## src/rtl/nec_ir_pkg.sv

```systemverilog
// nec_ir_pkg: shared state encoding, unit counts and frame word builder for the NEC transmitter
package nec_ir_pkg;
  typedef enum logic [2:0] {
    S_IDLE,
    S_LEAD_MARK,
    S_LEAD_SPACE,
    S_RPT_SPACE,
    S_BIT_MARK,
    S_BIT_SPACE,
    S_STOP_MARK,
    S_GAP
  } nec_state_t;
  localparam int LEAD_MARK_U  = 16;
  localparam int LEAD_SPACE_U = 8;
  localparam int RPT_SPACE_U  = 4;
  localparam int BIT_MARK_U   = 1;
  localparam int ZERO_SPACE_U = 1;
  localparam int ONE_SPACE_U  = 3;
  localparam int STOP_U       = 1;
  function automatic logic [31:0] nec_word(input logic [15:0] addr, input logic [7:0] cmd);
    return {~cmd, cmd, addr};
  endfunction
endpackage

```

## src/rtl/nec_carrier_gen.sv

```systemverilog
// nec_carrier_gen: 38 kHz carrier toggle, restartable at phase 1, idle low when disabled
module nec_carrier_gen #(
  parameter int CARRIER_HALF = 658
) (
  input  logic iCLK,
  input  logic iRST_n,
  input  logic iEN,
  input  logic iRESTART,
  output logic oCARRIER
);
  localparam int CW = CARRIER_HALF > 1 ? $clog2(CARRIER_HALF) : 1;
  logic [CW-1:0] cnt;
  always_ff @(posedge iCLK or negedge iRST_n) begin
    if (!iRST_n) begin
      cnt      <= '0;
      oCARRIER <= 1'b0;
    end else if (iRESTART) begin
      cnt      <= '0;
      oCARRIER <= 1'b1;
    end else if (!iEN) begin
      cnt      <= '0;
      oCARRIER <= 1'b0;
    end else if (cnt == CW'(CARRIER_HALF - 1)) begin
      cnt      <= '0;
      oCARRIER <= ~oCARRIER;
    end else begin
      cnt <= cnt + 1'b1;
    end
  end
endmodule

```

## src/rtl/nec_ir_tx.sv

```systemverilog
// nec_ir_tx: NEC frame / repeat-code IR transmitter with 38 kHz modulated LED drive
module nec_ir_tx
  import nec_ir_pkg::*;
#(
  parameter int UNIT_CYCLES  = 28125,
  parameter int CARRIER_HALF = 658,
  parameter int GAP_UNITS    = 72
) (
  input  logic        iCLK,
  input  logic        iRST_n,
  input  logic        iVALID,
  output logic        oREADY,
  input  logic        iREPEAT,
  input  logic [15:0] iADDR,
  input  logic [7:0]  iCMD,
  output logic        oIRDA_TX,
  output logic        oENV,
  output logic        oBUSY
);
  localparam int UW = UNIT_CYCLES > 1 ? $clog2(UNIT_CYCLES) : 1;
  localparam int NW = $clog2((GAP_UNITS > LEAD_MARK_U ? GAP_UNITS : LEAD_MARK_U) + 1);
  nec_state_t    state, state_n;
  logic [UW-1:0] ucnt;
  logic [NW-1:0] ncnt, dur;
  logic [4:0]    bcnt;
  logic [31:0]   word;
  logic          rpt, accept, unit_end, last, mark, mark_n, restart, carrier;
  assign accept   = iVALID & oREADY;
  assign unit_end = ucnt == UW'(UNIT_CYCLES - 1);
  assign dur = state == S_LEAD_MARK  ? NW'(LEAD_MARK_U)  :
               state == S_LEAD_SPACE ? NW'(LEAD_SPACE_U) :
               state == S_RPT_SPACE  ? NW'(RPT_SPACE_U)  :
               state == S_BIT_MARK   ? NW'(BIT_MARK_U)   :
               state == S_BIT_SPACE  ? (word[bcnt] ? NW'(ONE_SPACE_U) : NW'(ZERO_SPACE_U)) :
               state == S_GAP        ? NW'(GAP_UNITS)    : NW'(STOP_U);
  assign last = unit_end && ncnt == dur - 1'b1;
  always_comb begin
    state_n = state;
    case (state)
      S_IDLE:       if (accept) state_n = S_LEAD_MARK;
      S_LEAD_MARK:  if (last) state_n = rpt ? S_RPT_SPACE : S_LEAD_SPACE;
      S_LEAD_SPACE: if (last) state_n = S_BIT_MARK;
      S_RPT_SPACE:  if (last) state_n = S_STOP_MARK;
      S_BIT_MARK:   if (last) state_n = S_BIT_SPACE;
      S_BIT_SPACE:  if (last) state_n = &bcnt ? S_STOP_MARK : S_BIT_MARK;
      S_STOP_MARK:  if (last) state_n = S_GAP;
      S_GAP:        if (last) state_n = S_IDLE;
      default:      state_n = S_IDLE;
    endcase
  end
  always_ff @(posedge iCLK or negedge iRST_n) begin
    if (!iRST_n) state <= S_IDLE;
    else state <= state_n;
  end
  always_ff @(posedge iCLK or negedge iRST_n) begin
    if (!iRST_n) begin
      ucnt <= '0;
      ncnt <= '0;
      bcnt <= '0;
      word <= '0;
      rpt  <= 1'b0;
    end else begin
      if (accept) begin
        word <= nec_word(iADDR, iCMD);
        rpt  <= iREPEAT;
        bcnt <= '0;
      end else if (state == S_BIT_SPACE && last) begin
        bcnt <= bcnt + 1'b1;
      end
      ucnt <= (state == S_IDLE || unit_end) ? '0 : ucnt + 1'b1;
      ncnt <= (state_n != state) ? '0 : unit_end ? ncnt + 1'b1 : ncnt;
    end
  end
  assign mark    = state == S_LEAD_MARK || state == S_BIT_MARK || state == S_STOP_MARK;
  assign mark_n  = state_n == S_LEAD_MARK || state_n == S_BIT_MARK || state_n == S_STOP_MARK;
  assign restart = mark_n && state_n != state;
  nec_carrier_gen #(.CARRIER_HALF(CARRIER_HALF)) u_carrier (
    .iCLK     (iCLK),
    .iRST_n   (iRST_n),
    .iEN      (mark),
    .iRESTART (restart),
    .oCARRIER (carrier)
  );
  assign oENV     = mark;
  assign oIRDA_TX = carrier & mark;
  assign oREADY   = state == S_IDLE;
  assign oBUSY    = state != S_IDLE;
endmodule

```

## config.mk

```make
export PLATFORM = sky130hd
export DESIGN_NAME = nec_ir_tx
export DESIGN_NICKNAME = d
export VERILOG_FILES = /design/src/rtl/nec_ir_pkg.sv /design/src/rtl/nec_carrier_gen.sv /design/src/rtl/nec_ir_tx.sv
export SDC_FILE = /design/constraint.sdc
export NUM_CORES = 1
export LEC_CHECK = 0
export BUFFER_PORTS_ARGS = -buffer_cell sky130_fd_sc_hd__buf_2
export CORE_AREA = 8 8 103 105
export DETAILED_ROUTE_END_ITERATION = 8
export DIE_AREA = 0 0 111 113
export MAX_ROUTING_LAYER = met4
export PLACE_DENSITY_LB_ADDON = 0.3
export SYNTH_ARGS = -nofsm -noshare
export SYNTH_HDL_FRONTEND = slang
export SYNTH_SLANG_ARGS = --single-unit
```

## constraint.sdc

```tcl
create_clock -name iCLK -period 3.77 [get_ports iCLK]
set_input_delay 0.5655 -clock iCLK [delete_from_list [all_inputs] [get_ports iCLK]]
set_output_delay 0.5655 -clock iCLK [all_outputs]
set_load 0.01 [all_outputs]
```

==> key figures, run 1 <==
Run status
  – Outcome: finished clean

Clock tree
  – Clock Pin Slew Worst Setup and Hold Paths: 0.08 ns
  – Longest Clk Path Bufs: 2
  – H-tree levels: 3
  – Root Driver: clkbuf_8
  – CTS tree: built
  – CTS buffer count: 9
  – Clk sink count: 74
  – Worst skew pair latency: between 0.3 and 0.4 ns

Logic synthesis
  – Post-Synthesis Cell Area: around 3700 um^2
  – Flops & latches, synth: 74
  – Share of the synthesized area in the top cell type: ~50%
  – Synth top area cells: dfrtp_1 50%, nand2_1 9.0%, mux4_2 6.1%
  – Synth Flop Type: dfrtp_1
  – Syn nets: roughly 410
  – Async SR Flop Fraction: between 90% and 100%
  – Distinct cell type count after synthesis: 44
  – Yosys warning total: 0
  – Sequential area share after synthesis: 50.5%
  – Synthesized area per cell: about 9.8 um^2
  – Area leader, netlist: dfrtp_1
  – Syn Inst Count: approximately 370
  – Post-synth EDFFs: 0

Drt
  – Via density: roughly 5.3
  – ANT nets after route: 0
  – DRT iter0 DRCs: 120
  – DRT Pass-1 Iters: 4
  – Total number of vias: between 2,000 and 3,000
  – DRC viols: 0
  – Wire length per cell: approximately 14 um
  – Final WL: about 7500 um

Global routing
  – Initial antenna violation count: 0
  – Global-route wire length before repair: about 13,000 um
  – Met3 usage: around 2.8%
  – Largest net degree at the start of global routing: slightly above 40
  – Vias in the first global route: ~2,800
  – Gr usage total: roughly an eighth
  – M2 GR Usage: 18.8%
  – Gr ovfl total: 0
  – Top Usage Layer GRT: met2
  – GR Util met1: 15.9%

Worst setup path
  – Crit path launch type: flop
  – Crit path cell chain: buf_6, mux4_2, mux4_2, mux2_4, nand2_2, ha_4, nor4b_1, a31oi_1, xnor2_1, or4_4, or4_1, a21oi_1
  – WP data required: 4.04 ns
  – Critical path's top delay family: multiplexers
  – Worst stage delay on the critical path: around 0.57 ns
  – CP dominant cell by count: mux4_2
  – Crit path DAT: slightly below 4 ns
  – CP Buf/Inv Count: 1
  – Worst setup EP type: flop
  – Setup CP Type: reg -> reg
  – CP max FO: 5
  – Slowest CP cell: or4_4

Placed design
  – Place WS: around 0.038 ns
  – Gpl congestion: 0.771
  – IO buf count: 31
  – Hpwl dp: 5200 um

Cells and area
  – Commonest cells after routing, fill and taps aside: 87 x nand2_1, 74 x dfrtp_1, 40 x nor2_1
  – Nets: approximately 450
  – Syn-to-layout area delta: 15.0%
  – Fill cell count: 823
  – Commonest non-fill, non-tap cell in the layout: nand2_1
  – Share of cells above drive strength 1: a little under a fifth
  – # diodes: 0

Die
  – Initial core utilization: 40.9%
  – Die width: ~110 um
  – Core Area: 8980 um^2
  – IO Pins: 32
  – Die area: about 13,000 um^2
  – Num rows: 35
  – Die Ht: 113 um

Pwr
  – Seq pwr share: between 50% and 60%
  – Comb pwr share: approximately 2.2%
  – Internal: approximately 1.1 mW
  – Pwr dens: approximately 340 nW/um^2
  – Switching Fraction: about 22%
  – P_leak: a little under 2 nW
  – Peak supply drop: about 0.13 mV
  – Clk pwr share: around 42%
  – Switching pwr: 0.317 mW

STA
  – Setup TNS: 0 ns
  – Final setup violation count: 0
  – Final min period: about 3.7 ns
  – Hold slack: between 0.1 and 0.15 ns
  – Period utilization: 97.5%
  – Final Hold Viols: 0
  – Fmax: approximately 270 MHz
  – Slew HR: 35.2%
  – Final setup skew: 0.0163 ns
  – Worst Tran Pin Value: 0.969 ns
  – Crit path setup slack, layout: between 0.09 and 0.1 ns
  – Final max-slew violation count: 0

Run
  – Max-Cap Viols: 0

Min path
  – Worst min path class: in -> async
flip-flops by register name, summed over array words and instances, names as in the netlist:
register,cells
rpt,1
word,32
u_carrier.cnt,10
state,3
u_carrier.oCARRIER,1
ncnt,7
ucnt,15
bcnt,5
worst register-to-register path, delay by kind of cell (launching register included):
kind                     cells  cell delay (ns)
flip-flops                   1             0.38
AND/OR/NAND/NOR              4             1.20
AO/OA/AOI/OAI                2             0.37
XOR/XNOR                     1             0.13
adder cells (fa/ha/maj)      1             0.15
multiplexers                 3             1.26
buffers and inverters        1             0.14
repair_timing:
item                                    CTS  global route
resized for setup                         0            13
setup buffers                             0             2
hold buffers                              0             0
endpoints found under the setup margin    0            14
worst paths after layout:
kind                            from       end  slack, ns  cells past startpoint
setup / recovery             bcnt[0]   bcnt[3]       0.09                     12
hold / removal                iRST_n   ucnt[7]       0.13                      1
setup reg to reg             bcnt[0]   bcnt[3]       0.09                     12
hold reg to reg             word[12]  word[12]       0.48                      2
max in group asynchronous     iRST_n   bcnt[0]       2.91                      2
min in group iCLK          iADDR[13]  word[13]       0.40                      3
per-stage QoR:
stage               power, mW  instances  util, %  area [um^2]
global route             1.49        525     47.0         4220
floorplan               0.809        373        -         3670
finish                   1.43        525     47.0         4220
CTS                      1.45        523     46.2         4140
global placement        0.840        507     44.0         3950
detailed placement      0.841        507     44.0         3950
final cells by class:
| type | instances | area (um^2) | share of cell area, % |
|---|---|---|---|
| sequential | 74 | 1850 | 43.9 |
| clock inverter | 6 | 65.1 | 1.54 |
| clock buffer | 10 | 128 | 3.02 |
| timing repair buffer | 42 | 253 | 5.99 |
| inverter | 9 | 33.8 | 0.801 |
| multi-input combinational | 273 | 1750 | 41.5 |
| tap | 111 | 139 | 3.29 |
layer usage:
layer / vias to the layer above / share of wire, %
met5: - / 0
met4: 0 / 2.3
met3: 15 / 2.6
met2: 54 / 46
met1: 1352 / 49
li1: 1337 / -
cells in the mapped netlist (4+ instances only):
| library cell | instances |
|---|---|
| ha_1 | 8 |
| o21ai_0 | 7 |
| o21a_1 | 7 |
| nor3_1 | 4 |
| dfrtp_1 | 74 |
| a21oi_1 | 12 |
| mux4_2 | 10 |
| nand2_1 | 88 |
| clkbuf_1 | 10 |
| nand3_1 | 18 |
| nor2_1 | 40 |
| xnor2_1 | 15 |
| nand4_1 | 6 |
| xor2_1 | 17 |
| inv_1 | 9 |
| and3_1 | 5 |
power groups by stage:
| stage | Combinational [mW] | Clock (mW) | Sequential, mW |
|---|---|---|---|
| detailed placement | 0.0323 | 0 | 0.809 |
| floorplan | 0.000326 | 0 | 0.809 |
| global placement | 0.0316 | 0 | 0.809 |
| finish | 0.0307 | 0.604 | 0.793 |
| CTS | 0.0325 | 0.624 | 0.793 |
| global route | 0.0361 | 0.659 | 0.793 |
cells by family (layout without fill, tap and decap cells):
group	Yosys count	in the layout	share of synthesized area (%)
AND/OR/NAND/NOR	184	184	22.8
flip-flops	74	74	50.5
AO/OA/AOI/OAI	37	37	6.59
XOR/XNOR	32	32	7.64
buffers and inverters	26	67	3.04
multiplexers	12	12	6.72
adder cells (fa/ha/maj)	8	8	2.73
Note: power is estimated with default switching activity, not from simulation.
==> inputs of run 2 (changes only) <==
CTS_BUF_LIST = sky130_fd_sc_hd__clkbuf_4 sky130_fd_sc_hd__clkbuf_8 sky130_fd_sc_hd__clkbuf_16   (was unset)
==> key figures, run 2 (synthesis gave the netlist of run 1 again) <==
Run status
  – Outcome: finished clean

Global routing
  – Gr ovfl total: 0
  – Initial antenna violation count: 0
  – Largest net degree at the start of global routing: just over 40
  – Global-route wire length before repair: approximately 13,000 um
  – Gr usage total: between 10% and 20%
  – Vias in the first global route: 2,752

Clock tree
  – Longest Clk Path Bufs: 2
  – Clock Pin Slew Worst Setup and Hold Paths: about 0.08 ns
  – CTS buffer count: 9
  – # hold bufs at CTS: 0
  – CTS tree: built
  – Root Driver: clkbuf_8
  – Clk sink count: 74
  – Worst skew pair latency: 0.34 ns
  – H-tree levels: 3

Worst setup path
  – Slowest CP cell: or4_4
  – Worst setup EP type: flop
  – Worst stage delay on the critical path: 0.57 ns
  – CP max FO: 5
  – Crit path cell chain: buf_6, mux4_2, mux4_2, mux2_4, nand2_2, ha_4, nor4b_1, a31oi_1, xnor2_1, or4_4, or4_1, a21oi_1
  – CP dominant cell by count: mux4_2
  – Setup CP Type: reg -> reg
  – Crit path launch type: flop
  – Crit path DAT: between 3 and 4 ns
  – WP data required: 4.04 ns

Die
  – Die Ht: approximately 110 um
  – Initial core utilization: approximately two fifths
  – IO Pins: 32
  – Core Area: 8980 um^2
  – Die area: between 10,000 and 15,000 um^2
  – Num rows: 35
  – Die width: between 100 and 150 um

Cells and area
  – Top flop regs: word (32), ucnt (15), u_carrier.cnt (10)
  – Largest register by flop count: word
  – Nets: ~450
  – # diodes: 0
  – Layout Utilization: about 47%
  – Syn-to-layout area delta: 15.1%
  – Commonest non-fill, non-tap cell in the layout: nand2_1
  – Commonest cells after routing, fill and taps aside: 87 x nand2_1, 74 x dfrtp_1, 40 x nor2_1
  – Share of cells above drive strength 1: 19.1%
  – Max reg flops: 32
  – Fill cell count: 821

STA
  – Fmax: 272 MHz
  – Hold slack: ~0.13 ns
  – Setup TNS: 0 ns
  – Final min period: between 3 and 4 ns
  – Final Hold Viols: 0
  – Final setup skew: roughly 0.016 ns
  – Final setup violation count: 0
  – Final max-slew violation count: 0
  – Worst Tran Pin Value: slightly below 1 ns
  – Period utilization: a little over nine tenths
  – Slew HR: a little over a third

Drt
  – DRT Pass-1 Iters: 4
  – Total number of vias: roughly 2,800
  – DRC viols: 0
  – ANT nets after route: 0
  – Wire length per cell: approximately 14 um
  – DRT iter0 DRCs: 120
  – Via density: about 5.3
  – Final WL: 7520 um

Placed design
  – Hpwl dp: roughly 5200 um
  – Gpl congestion: just under 0.8
  – IO buf count: 31

Pwr
  – Peak supply drop: about 0.13 mV
  – Pwr dens: about 340 nW/um^2
  – P_leak: roughly 2 nW
  – Overall power: about 1.4 mW

Run
  – Max-Cap Viols: 0

Min path
  – Worst min path class: in -> async
-- run 2: worst paths after layout --
check	start	end	slack, ns	cells after the start
max	bcnt[0]	bcnt[3]	0.09	12
min	iRST_n	ucnt[7]	0.13	1
max reg2reg	bcnt[0]	bcnt[3]	0.09	12
min reg2reg	word[12]	word[12]	0.48	2
max in group asynchronous	iRST_n	bcnt[0]	2.91	2
min in group iCLK	iADDR[13]	word[13]	0.40	3
-- run 2: per-stage QoR --
step	setup WS, ns	instances	instance area (um^2)
3_5_place_dp	0.0382	507	3950
4_1_cts	0.0344	523	4150
3_3_place_gp	0.136	507	3950
2_1_floorplan	0.0440	373	3670
5_1_grt	-0.0317	525	4220
6_report	0.0926	525	4220
-- run 2: what timing repair did --
action                     4_1_cts  5_1_grt
buffers inserted                 0        2
setup endpoints to repair        0       14
gates resized for setup          0       13
-- run 2: critical path, delay by kind of cell (launching register included) --
family          cells  cell delay (ns)
mux                 3             1.26
simple gates        4             1.20
flops               1             0.38
compound gates      2             0.37
fa+ha+maj           1             0.15
buf+inv             1             0.14
xor+xnor            1             0.13
-- run 2: final cells by class --
type | instances | area (um^2) | area share, %
Tap cell | 111 | 139 | 3.29
Timing Repair Buffer | 42 | 253 | 5.99
Clock inverter | 6 | 65.1 | 1.54
Clock buffer | 10 | 131 | 3.11
Multi-Input combinational cell | 273 | 1750 | 41.4
Inverter | 9 | 33.8 | 0.800
Sequential cell | 74 | 1850 | 43.9
-- run 2: power by group --
group          internal (mW)  total [mW]  switching (mW)
registers              0.793       0.793               0
logic                 0.0113      0.0307          0.0194
clock network          0.314       0.612           0.297
-- run 2: layer usage --
| metal | global-route usage [%] | up-vias | wire [um] |
|---|---|---|---|
| met5 | - | - | 0 |
| met3 | 2.75 | 15 | 199 |
| li1 | - | 1337 | - |
| met4 | 6.04 | 0 | 172 |
| met1 | 15.9 | 1352 | 3720 |
| met2 | 18.8 | 54 | 3430 |
